File: config.mk
export PLATFORM = sky130hd
export DESIGN_NAME = button_debounce
export DESIGN_NICKNAME = d
export VERILOG_FILES = /design/src/rtl/button_debounce_pkg.sv /design/src/rtl/button_debounce_chan.sv /design/src/rtl/button_debounce.sv
export SDC_FILE = /design/constraint.sdc
export NUM_CORES = 1
export LEC_CHECK = 0
export CORE_ASPECT_RATIO = 1.75
export CORE_UTILIZATION = 65
export DETAILED_ROUTE_END_ITERATION = 7
export GPL_ROUTABILITY_DRIVEN = 1
export GPL_TIMING_DRIVEN = 0
export PLACE_DENSITY_LB_ADDON = 0.2
export SLEW_MARGIN = 20
export SYNTH_ARGS = -nofsm -noshare
export SYNTH_HDL_FRONTEND = slang
export SYNTH_SLANG_ARGS = --single-unit
File: constraint.sdc
create_clock -name clk -period 3.2 [get_ports clk]
set_input_delay 0.64 -clock clk [delete_from_list [all_inputs] [get_ports clk]]
set_output_delay 0.64 -clock clk [all_outputs]
set_load 0.02 [all_outputs]
File: src/rtl/button_debounce_pkg.sv
// Shared types and helpers for the button debouncer.
package button_debounce_pkg;

   // Per-channel debounce state
   typedef enum logic [1:0] {
      RELEASED        = 2'd0,
      CONFIRM_PRESS   = 2'd1,
      PRESSED         = 2'd2,
      CONFIRM_RELEASE = 2'd3
   } db_state_e;

   // Width of the shared press counter (wraps modulo 256)
   localparam int PCNT_W = 8;

   // Bits needed to hold values 0..n-1, never less than 1
   function automatic int clog2(input int n);
      int r;
      r = 0;
      while ((64'd1 << r) < 64'(n)) r++;
      return (r < 1) ? 1 : r;
   endfunction

endpackage

File: src/rtl/button_debounce_chan.sv
// One button channel: 2-flop synchronizer, debounce FSM, debounce and
// long-press counters. Input is already normalised to active-high.
module debounce_chan #(
   parameter int DEBOUNCE_CYCLES = 2**16,
   parameter int LONG_CYCLES     = 2**23
) (
   input  logic clk,
   input  logic resetn,
   input  logic btn_i,
   output logic pressed_o,
   output logic press_pulse_o,
   output logic release_pulse_o,
   output logic long_pulse_o
);
   import button_debounce_pkg::*;

   localparam int DCNT_W = clog2(DEBOUNCE_CYCLES);
   localparam int LCNT_W = clog2(LONG_CYCLES + 1);
   // Transition fires on the cycle the counter steps onto DEBOUNCE_CYCLES-1
   localparam logic [DCNT_W-1:0] DB_LAST  = DCNT_W'(DEBOUNCE_CYCLES - 2);
   localparam logic [LCNT_W-1:0] LONG_MAX = LCNT_W'(LONG_CYCLES);
   localparam logic [LCNT_W-1:0] LONG_PRE = LCNT_W'(LONG_CYCLES - 1);

   logic              meta_q, meta_d;
   logic              sync_q, sync_d;
   db_state_e         state_q, state_d;
   logic [DCNT_W-1:0] dcnt_q, dcnt_d;
   logic [LCNT_W-1:0] lcnt_q, lcnt_d;
   logic              press_q, press_d;
   logic              rel_q, rel_d;
   logic              long_q, long_d;

   // Synchronizer shifts the pin in; both flops reset to the inactive level
   always_comb begin
      meta_d = btn_i;
      sync_d = meta_q;
   end

   // Next state, counters and registered strobes
   always_comb begin
      state_d = state_q;
      dcnt_d  = dcnt_q;
      lcnt_d  = lcnt_q;
      press_d = 1'b0;
      rel_d   = 1'b0;
      long_d  = 1'b0;
      unique case (state_q)
         RELEASED: begin
            lcnt_d = '0;
            if (sync_q) begin
               state_d = CONFIRM_PRESS;
               dcnt_d  = '0;
            end
         end
         CONFIRM_PRESS: begin
            if (!sync_q) begin
               state_d = RELEASED;
            end else begin
               dcnt_d = dcnt_q + 1'b1;
               if (dcnt_q == DB_LAST) begin
                  state_d = PRESSED;
                  press_d = 1'b1;
                  lcnt_d  = '0;
               end
            end
         end
         PRESSED: begin
            if (!sync_q) begin
               state_d = CONFIRM_RELEASE;
               dcnt_d  = '0;
            end
         end
         CONFIRM_RELEASE: begin
            if (sync_q) begin
               state_d = PRESSED;
            end else begin
               dcnt_d = dcnt_q + 1'b1;
               if (dcnt_q == DB_LAST) begin
                  state_d = RELEASED;
                  rel_d   = 1'b1;
                  lcnt_d  = '0;
               end
            end
         end
         default: state_d = RELEASED;
      endcase
      // Hold timer runs through release bounces and saturates, so one long per press
      if ((state_q == PRESSED || state_q == CONFIRM_RELEASE) && state_d != RELEASED) begin
         if (lcnt_q != LONG_MAX) begin
            lcnt_d = lcnt_q + 1'b1;
            long_d = (lcnt_q == LONG_PRE);
         end
      end
   end

   // State registers; reset aborts any debounce or hold without a strobe
   always_ff @(posedge clk or negedge resetn) begin
      if (!resetn) begin
         meta_q  <= 1'b0;
         sync_q  <= 1'b0;
         state_q <= RELEASED;
         dcnt_q  <= '0;
         lcnt_q  <= '0;
         press_q <= 1'b0;
         rel_q   <= 1'b0;
         long_q  <= 1'b0;
      end else begin
         meta_q  <= meta_d;
         sync_q  <= sync_d;
         state_q <= state_d;
         dcnt_q  <= dcnt_d;
         lcnt_q  <= lcnt_d;
         press_q <= press_d;
         rel_q   <= rel_d;
         long_q  <= long_d;
      end
   end

   assign pressed_o       = (state_q == PRESSED) || (state_q == CONFIRM_RELEASE);
   assign press_pulse_o   = press_q;
   assign release_pulse_o = rel_q;
   assign long_pulse_o    = long_q;

endmodule

File: src/rtl/button_debounce.sv
// Multi-channel button debouncer: polarity normalisation, one debounce_chan
// per pin, and a shared wrap-around press counter.
module button_debounce #(
   parameter int NCH             = 3,
   parameter int DEBOUNCE_CYCLES = 2**16,
   parameter int LONG_CYCLES     = 2**23,
   parameter int ACTIVE_LOW      = 1
) (
   input  logic           clk,
   input  logic           resetn,
   input  logic [NCH-1:0] btn,
   output logic [NCH-1:0] pressed,
   output logic [NCH-1:0] press_pulse,
   output logic [NCH-1:0] release_pulse,
   output logic [NCH-1:0] long_pulse,
   output logic [7:0]     press_count
);
   import button_debounce_pkg::*;

   logic [NCH-1:0]    btn_norm;
   logic [PCNT_W-1:0] press_count_q, press_count_d;

   // Inversion only feeds the synchronizers; nothing else sees the raw pins
   assign btn_norm = (ACTIVE_LOW != 0) ? ~btn : btn;

   for (genvar g = 0; g < NCH; g++) begin : g_chan
      debounce_chan #(
         .DEBOUNCE_CYCLES (DEBOUNCE_CYCLES),
         .LONG_CYCLES     (LONG_CYCLES)
      ) u_chan (
         .clk             (clk),
         .resetn          (resetn),
         .btn_i           (btn_norm[g]),
         .pressed_o       (pressed[g]),
         .press_pulse_o   (press_pulse[g]),
         .release_pulse_o (release_pulse[g]),
         .long_pulse_o    (long_pulse[g])
      );
   end

   // Add every press strobe seen this cycle; simultaneous presses all count
   always_comb begin
      press_count_d = press_count_q;
      for (int i = 0; i < NCH; i++)
         press_count_d = press_count_d + PCNT_W'(press_pulse[i]);
   end

   // Press counter register, wraps naturally at 256
   always_ff @(posedge clk or negedge resetn) begin
      if (!resetn) press_count_q <= '0;
      else         press_count_q <= press_count_d;
   end

   assign press_count = press_count_q;

endmodule

==> flow_summary_export.csv, run 1 <==
group,metric,value,unit
grt,grt_pass1_vias,6861,
synthesis,synth_top_area_share,47.6,%
floorplan,fp.dieW,85.0,um
routing,postRouteAntennaNets,0,
setup_path,cp.arrival,3050,ps
clock_tree,post_cts_buffers,0,
finish,fin_cells,1020,
clock_tree,h-tree-depth,4,
clock_tree,cts_max_path_buffers,2,
timing,tns,0,ps
grt,antenna_found_initial,0,
finish,multi_input_area,3750,um2
timing,min_period,2720,ps
synthesis,synth.area.top_cells,"dfrtp_1 48%, a21oi_1 3.7%, nand3_1 3.6%, xor2_1 3.2%, nand4_1 2.9%",
routing,drt_pass1_iterations,7,
power,peakVddDrop,0.000361,V
power,power,4.19,mW
clock_tree,path_clk_slew,70,ps
run,max_cap_viol_count,0,
timing,rsz0062_at_grt,"no",
timing,skew,10.0,ps
synthesis,synth_area,7840,um2
power,power_density,471,nW/um2
clock_tree,cts.sinks,149,
routing,vias,6816,
synthesis,yosys_warnings,0,
clock_tree,tritoncts,"built",
timing,finalSetupViolCount,0,
setup_path,worstPathMaxFanout,10,
run_status,violations,"DRC",
routing,drc_errors,2,
floorplan,fp.dieH,147,um
synthesis,avgSynthCellArea,9.46,um2
routing,drt_wl_total,18200,um
floorplan,rows,52,
finish,fill_cells,761,
timing,whs,199,ps
setup_path,crit_path_end_kind,"flop",
finish,seq_area,3730,um2
routing,vias_per_cell,6.68,
clock_tree,cts.repair.resized,0,
grt,grt_pass1_wl,30900,um
routing,avgRoutedWirePerCell,17.8,um
place,dpl.hpwl,12700,um
synthesis,synth_seq_cells,149,
clock_tree,clk_latency,420,ps
finish,areaGrowthSynthToFinish,13.5,%
synthesis,syn_nets,849,
finish,diodes,0,
synthesis,postSynthCellCount,828,
setup_path,worst-endpoint-required,3520,ps
synthesis,async_flop_share,100,%
timing,slew_headroom,46.1,%
routing,drt_iter0_markers,475,
finish,nNetsFinal,893,
setup_path,worstSetupPathType,"reg -> reg",
timing,maxSlewViolCount,0,
place,gp_congestion,0.864,
timing,max_freq,367,MHz
floorplan,io_pins,25,
hold_path,holdCritPathClass,"in -> async",
synthesis,synth_enable_flop_cells,0,
run_status,outcome,"complete, but fails checks",
setup_path,worst_setup_path_start_kind,"flop",
clock_tree,cts_root_buffer,"clkbuf_16",
floorplan,core,11600,um2
grt,grt_max_degree,80,
timing,hold_violations,0,
place,port-buffer-count,24,
grt,grt.total_usage,30.7,%
floorplan,start_util,67.3,%
synthesis,synth_seq_area_share,47.6,%
power,p_leak,3.60,nW
place,dpl.cell_count,988,
synthesis,synth_ff_type,"dfrtp_1",
grt,grt_remaining_overflow,0,
finish,drive_above_1_share,7.57,%
timing,period_share,85.1,%
floorplan,die-area,12500,um2
clock_tree,cts_hold_buf,0,
synthesis,synth.distinct_cells,53,
synthesis,yosys.area.top_type,"dfrtp_1",
timing,worst_pin_slew,807,ps
clock_tree,cts_buffers,17,
[through the flow]
stage | area (um2) | worst slack (ps) | utilization, %
2_1_floorplan | 7840 | 1030 | -
3_3_place_gp | 8240 | -4230 | 70.8
3_5_place_dp | 8280 | 628 | 71.1
4_1_cts | 8890 | 519 | 76.4
5_1_grt | 8890 | 281 | 76.4
6_report | 8890 | 475 | 76.4
[per-layer routing]
metal	part of all wire [%]	GRT usage, %	vias up	routed length, um
met5	0	0	-	0
li1	-	-	3136	-
met4	4.2	17.7	0	766
met2	53	54.2	298	9610
met1	38	34.5	3295	6980
met3	4.6	5.39	87	832
[layout by cell type, fill, tap and decap left out, types with 3 or more instances in the layout]
cell             synthesis  routed
a21o_1                   5       5
a21oi_1                 58      58
a22o_1                   8       8
and3_1                   4       4
and4_1                  15      15
buf_2                    4       4
buf_4                   15      15
bufinv_16                0       3
clkbuf_1                29      29
clkbuf_16                0      17
clkdlybuf4s50_1          0      23
clkinv_4                 0       4
clkinvlp_4               0       4
dfrtp_1                149     149
ha_1                    14      14
inv_1                   31      31
mux2i_1                  9       9
nand2_1                 58      58
nand2b_1                 4       4
nand3_1                 57      57
nand4_1                 36      36
nor2_1                  57      57
nor2b_1                  3       3
nor3_1                  25      25
nor3b_1                  6       6
nor4_1                  19      19
nor4b_1                  6       6
o2111ai_1                4       4
o21ai_0                 43      43
o31ai_1                 30      30
or3_1                   27      27
or4_1                   28      28
or4_2                    3       3
xnor2_1                 19      19
xor2_1                  29      29
[power by group]
part           internal, mW  leakage, nW  total [mW]  switching, mW
Combinational        0.0560         1.25       0.164          0.108
Sequential             1.92         2.05        1.97         0.0477
Clock                  1.25        0.289        2.06          0.806
[final cells by class]
cell class / instances / area share (%)
inverters: 31 / 1.31
clock inverters: 14 / 2.00
well taps: 135 / 1.90
multi-input cells: 600 / 42.1
repair buffers: 25 / 3.07
plain buffers: 48 / 2.72
clock buffers: 18 / 4.94
flip-flops and latches: 149 / 41.9
[state kept, by name, summed over array words and instances (netlist names), 6 cells and up]
name	count
g_chan.u_chan.dcnt_q	48
g_chan.u_chan.lcnt_q	72
g_chan.u_chan.state_q	6
press_count	8
[synthesized netlist by cell type (2+ instances only)]
cell,number
a31oi_1,2
o211ai_1,2
o21ai_0,43
a21oi_1,58
a21o_1,5
fa_1,2
nor3_1,25
nor4_1,19
and3_1,4
or3_1,27
and2_1,2
ha_1,14
or4_1,28
or2_0,2
dfrtp_1,149
nand3_1,57
o21ai_1,2
nor4b_1,6
inv_1,31
nor2_1,57
xor2_1,29
xnor2_1,19
mux2i_1,9
nand2_1,58
nand2b_1,4
or2_2,2
buf_4,15
buf_2,4
o2111ai_1,4
nand4_1,36
nor2b_1,3
nand4b_1,2
or4_2,3
and4_1,15
nor3b_1,6
a22o_1,8
mux2_2,2
o31ai_1,30
clkbuf_1,29
or3_2,2
[worst max-delay path, stage by stage (launching register included)]
cell       delay (ps)
dfrtp_1           330
clkbuf_1          340
and4_1            250
nand4bb_1         270
o22ai_1           590
clkbuf_1          430
o21ai_0           190
a21oi_1           220
[cells by family (layout without fill, tap and decap cells)]
| group | count (synthesis) | in the layout | share of synthesized area, % |
|---|---|---|---|
| adders and majority gates | 16 | 16 | 2.75 |
| DFF | 149 | 149 | 47.6 |
| xor gates and xnor gates | 48 | 48 | 5.37 |
| muxes | 11 | 11 | 1.44 |
| buffers and inverters | 79 | 136 | 4.57 |
| and+or+nand+nor | 362 | 362 | 25.6 |
| AOI/OAI and AO/OA | 163 | 163 | 12.7 |
[worst paths after layout]
path / end / slack, ps / from / depth (start not counted)
setup / recovery: g_chan[2].u_chan.lcnt_q[8] / 480 / g_chan[2].u_chan.state_q[0] / 7
hold / removal: g_chan[0].u_chan.lcnt_q[5] / 200 / resetn / 1
setup reg to reg: g_chan[2].u_chan.lcnt_q[8] / 480 / g_chan[2].u_chan.state_q[0] / 7
hold reg to reg: g_chan[1].u_chan.sync_q / 350 / g_chan[1].u_chan.meta_q / 0
max in group asynchronous: g_chan[2].u_chan.lcnt_q[18] / 2240 / resetn / 2
min in group clk: g_chan[1].u_chan.sync_q / 350 / g_chan[1].u_chan.meta_q / 0
(Power assumes the default switching activity.)
==> run 2, diff against run 1 <==
Settings changed: REMOVE_ABC_BUFFERS set to 1.
==> flow_summary_export.csv, run 2 (synthesis gave the netlist of run 1 again) <==
group,metric,value,unit
timing,skew,9.62,ps
setup_path,timing.reg2reg.setup_slack,320,ps
setup_path,ff2ff_path_depth,7,
grt,antenna_found_initial,0,
floorplan,die-area,12500,um2
hold_path,holdCritPathClass,"in -> async",
timing,slew_headroom,42.4,%
finish,areaGrowthSynthToFinish,11.9,%
setup_path,r2r_start,"g_chan[0].u_chan.dcnt_q[0]",
routing,postRouteAntennaNets,0,
setup_path,startpoint,"g_chan[0].u_chan.dcnt_q[0]",
routing,vias,6432,
place,gp_congestion,0.838,
clock_tree,cts_buffers,17,
timing,period_share,89.9,%
timing,fin_ws,323,ps
run_status,outcome,"complete, no violations",
finish,layout_common_cells,"149 x dfrtp_1, 58 x a21oi_1, 58 x nand2_1",
setup_path,crit_path_end_kind,"flop",
finish,fin_cells,973,
timing,hold_violations,0,
floorplan,start_util,67.3,%
setup_path,rr_endpoint,"g_chan[0].u_chan.lcnt_q[7]",
grt,grt.total_usage,30.1,%
floorplan,rows,52,
power,p_leak,3.52,nW
finish,final_common_cell,"dfrtp_1",
grt,grt_pass1_vias,6502,
routing,avgRoutedWirePerCell,18.1,um
power,power_density,501,nW/um2
place,dp_slack,-59.6,ps
routing,drt_pass1_iterations,5,
finish,fill_cells,805,
clock_tree,path_clk_slew,60,ps
floorplan,fp.dieW,85.0,um
place,dpl.hpwl,11700,um
routing,vias_per_cell,6.61,
clock_tree,clk_latency,420,ps
timing,maxSlewViolCount,0,
routing,drt_wl_total,17600,um
clock_tree,post_cts_buffers,0,
clock_tree,h-tree-depth,4,
routing,drc_errors,0,
setup_path,cp.arrival,3160,ps
setup_path,worstSetupPathType,"reg -> reg",
place,port-buffer-count,24,
timing,worst_pin_slew,864,ps
finish,largest-register,"g_chan.u_chan.lcnt_q",
routing,drt_iter0_markers,467,
setup_path,worst_setup_path_start_kind,"flop",
run,max_cap_viol_count,0,
timing,min_period,2880,ps
grt,grt_max_degree,105,
timing,rsz0062_at_grt,"no",
clock_tree,cts.sinks,149,
grt,grt_pass1_wl,30300,um
finish,nNetsFinal,846,
finish,stdcell_area,8760,um2
finish,drive_above_1_share,6.32,%
finish,largest_register_ffs,72,
floorplan,fp.dieH,147,um
timing,max_freq,348,MHz
place,placed_area,8080,um2
floorplan,core,11600,um2
grt,grt_remaining_overflow,0,
power,peakVddDrop,0.000376,V
clock_tree,cts_root_buffer,"clkbuf_16",
timing,finalSetupViolCount,0,
clock_tree,tritoncts,"built",
place,dpl.cell_count,941,
setup_path,worstPathMaxFanout,23,
finish,diodes,0,
floorplan,io_pins,25,
setup_path,worst-endpoint-required,3480,ps
clock_tree,cts_max_path_buffers,2,
[run 2: routing by layer]
metal  up-vias  part of all wire (%)  global-route usage (%)
met2       178                    55                    54.4
met1      3168                    39                    34.9
li1       3040                     -                       -
met4         0                   2.8                    13.3
met5         -                     0                       0
met3        46                   3.1                    4.61
[run 2: final cells by class]
type                    instances  area [um2]  area share [%]
multi-input cells             600        3790            43.3
flip-flops and latches        149        3730            42.5
clock buffers                  19         443            5.05
repair buffers                 26         288            3.28
clock inverters                13         228            2.60
well taps                     135         169            1.93
inverters                      31         116            1.33
[run 2: how the worst max path moves through the flow]
stage / end / slack [ps] / cells after the start
global route: g_chan[0].u_chan.lcnt_q[7] / 100 / 7
finish: g_chan[0].u_chan.lcnt_q[7] / 320 / 7
detailed placement: g_chan[0].u_chan.lcnt_q[19] / -60 / 7
global placement: g_chan[2].u_chan.lcnt_q[10] / -4250 / 1
CTS: g_chan[0].u_chan.lcnt_q[19] / 120 / 7
floorplan: g_chan[0].u_chan.lcnt_q[12] / 340 / 7
[run 2: what timing repair did]
action,4_1_cts,5_1_grt
endpoints found under the setup margin,19,19
hold buffers,0,0
gates resized for setup,1,1
pin swaps,0,0
[run 2: per-stage QoR]
stage | utilization [%] | hold WS, ps | setup TNS [ps] | power (mW)
final | 75.3 | 115 | 0 | 4.39
after global routing | 75.3 | 138 | 0 | 4.54
after CTS | 75.2 | 117 | 0 | 4.42
after detailed placement | 69.4 | 335 | -573 | 2.16
after global placement | 68.7 | 334 | -637720 | 2.15
after floorplan | - | 331 | 0 | 2.08
[run 2: power by group]
| group | switching [mW] | internal [mW] |
|---|---|---|
| Sequential | 0.0602 | 1.92 |
| Clock | 0.783 | 1.48 |
| Combinational | 0.0962 | 0.0524 |
| Total | 0.939 | 3.45 |
[run 2: critical path, stage by stage, from the launching register on]
cell,delay (ps)
dfrtp_1,420
inv_1,110
ha_1,160
nand4_1,150
or4_1,770
o21ai_4,540
o21a_2,490
a21oi_1,90
==> run 3, diff against run 2 <==
Settings changed: CORE_ASPECT_RATIO 1.75 to 1.5, CORE_UTILIZATION 65 to 50.
==> flow_summary_export.csv, run 3 (synthesis gave the netlist of run 1 again) <==
group,metric,value,unit
timing,hold_violations,0,
place,dp_slack,-380,ps
timing,maxSlewViolCount,0,
setup_path,worst_setup_path_start_kind,"flop",
timing,max_freq,357,MHz
timing,rsz0062_at_grt,"no",
clock_tree,cts_root_buffer,"clkbuf_16",
grt,grt_max_degree,85,
power,pwr-share-clk,49.2,%
routing,postRouteAntennaNets,0,
power,power_frac_comb,3.6,%
clock_tree,h-tree-depth,4,
finish,areaGrowthSynthToFinish,12.1,%
power,power,4.19,mW
finish,final_common_cell,"dfrtp_1",
timing,worst_pin_slew,1070,ps
setup_path,worstPathMaxFanout,23,
floorplan,fp.dieW,104,um
clock_tree,post_cts_buffers,0,
clock_tree,clk_latency,430,ps
power,peakVddDrop,0.000293,V
finish,fin_util,57.8,%
finish,largest_register_ffs,72,
run_status,outcome,"complete, no violations",
floorplan,start_util,51.5,%
place,gp_congestion,0.845,
setup_path,crit_path_end_kind,"flop",
grt,grt_pass1_wl,29000,um
floorplan,core,15200,um2
clock_tree,path_clk_slew,60,ps
grt,grt_pass1_vias,6271,
routing,vias,6244,
clock_tree,tritoncts,"built",
timing,min_period,2800,ps
place,port-buffer-count,24,
power,p_leak,3.48,nW
routing,drt_pass1_iterations,5,
floorplan,die-area,16200,um2
floorplan,fp.dieH,155,um
place,dpl.cell_count,1005,
finish,largest-register,"g_chan.u_chan.lcnt_q",
setup_path,worst-endpoint-required,3490,ps
setup_path,worstSetupPathType,"reg -> reg",
floorplan,io_pins,25,
timing,skew,7.27,ps
finish,diodes,0,
grt,grt.total_usage,22.0,%
power,switchingPower,0.961,mW
grt,antenna_found_initial,0,
clock_tree,cts_hold_buf,0,
place,dpl.hpwl,11200,um
power,p_sw_share,23.0,%
clock_tree,cts.sinks,149,
power,p_int,3.23,mW
power,power_density,477,nW/um2
timing,tns,0,ps
timing,period_share,87.6,%
power,seqPwrFrac,47.2,%
floorplan,rows,55,
routing,drc_errors,0,
clock_tree,cts.repair.resized,2,
finish,fin_cells,1037,
run,max_cap_viol_count,0,
grt,grt_remaining_overflow,0,
timing,slew_headroom,28.3,%
setup_path,cp.arrival,3100,ps
routing,vias_per_cell,6.02,
routing,avgRoutedWirePerCell,15.8,um
hold_path,holdCritPathClass,"in -> async",
finish,drive_above_1_share,6.32,%
clock_tree,cts_buffers,17,
finish,layout_common_cells,"149 x dfrtp_1, 58 x a21oi_1, 58 x nand2_1",
clock_tree,cts_max_path_buffers,2,
routing,drt_wl_total,16400,um
finish,nNetsFinal,846,
timing,finalSetupViolCount,0,
routing,drt_iter0_markers,257,
timing,fin_ws,398,ps
## run 3: cell types whose count changed in the layout (fill, tap and decap cells not counted), sizes merged
cell / change
clkbuf: -1
inv: +1
clkinvlp: +2
clkinv: +1
bufinv: -3
## run 3: layout make-up
| type | instances | area [um2] |
|---|---|---|
| fillers | 1296 | 6420 |
| multi-input cells | 600 | 3780 |
| flip-flops and latches | 149 | 3730 |
| clock buffers | 18 | 439 |
| repair buffers | 26 | 288 |
| well taps | 199 | 249 |
| clock inverters | 14 | 178 |
| inverters | 31 | 116 |
## run 3: worst paths after layout
kind | from | endpoint | slack, ps | cells past startpoint
worst max-delay path | g_chan[0].u_chan.dcnt_q[0] | g_chan[0].u_chan.lcnt_q[15] | 400 | 7
worst min-delay path | resetn | g_chan[1].u_chan.lcnt_q[14] | 160 | 1
worst max register to register | g_chan[0].u_chan.dcnt_q[0] | g_chan[0].u_chan.lcnt_q[15] | 400 | 7
worst min register to register | g_chan[2].u_chan.meta_q | g_chan[2].u_chan.sync_q | 350 | 0
max in group asynchronous | resetn | g_chan[0].u_chan.lcnt_q[20] | 2280 | 2
min in group clk | g_chan[2].u_chan.meta_q | g_chan[2].u_chan.sync_q | 350 | 0
## run 3: routing by layer
| metal | routed length [um] | part of all wire (%) | global-route usage (%) | vias to the layer above |
|---|---|---|---|---|
| li1 | - | - | - | 3052 |
| met1 | 7220 | 44 | 26.6 | 3081 |
| met2 | 8380 | 51 | 38.1 | 86 |
| met3 | 463 | 2.8 | 4.52 | 25 |
| met4 | 289 | 1.8 | 9.12 | 0 |
| met5 | 0 | 0 | 0 | - |
## run 3: power groups by stage
stage | combinational, mW | sequential, mW | clock (mW)
2_1_floorplan | 0.0824 | 1.99 | 0
3_3_place_gp | 0.138 | 2.01 | 0
3_5_place_dp | 0.153 | 2.01 | 0
4_1_cts | 0.154 | 1.98 | 2.10
5_1_grt | 0.175 | 1.98 | 2.18
6_report | 0.150 | 1.98 | 2.06
## run 3: worst max-delay path, cell delays in order, from the launching register on
cell and delay (ps):
dfrtp_1 420, inv_1 100, ha_1 160, nand4_1 140, or4_1 750, o21ai_4 500
o21a_2 480, nor2_1 120
## run 3: metrics by stage
| step | cell area, um2 | hold WS, ps |
|---|---|---|
| final | 8780 | 160 |
| after global routing | 8780 | 193 |
| after CTS | 8780 | 178 |
| after detailed placement | 8150 | 342 |
| after global placement | 8080 | 334 |
| after floorplan | 7590 | 331 |
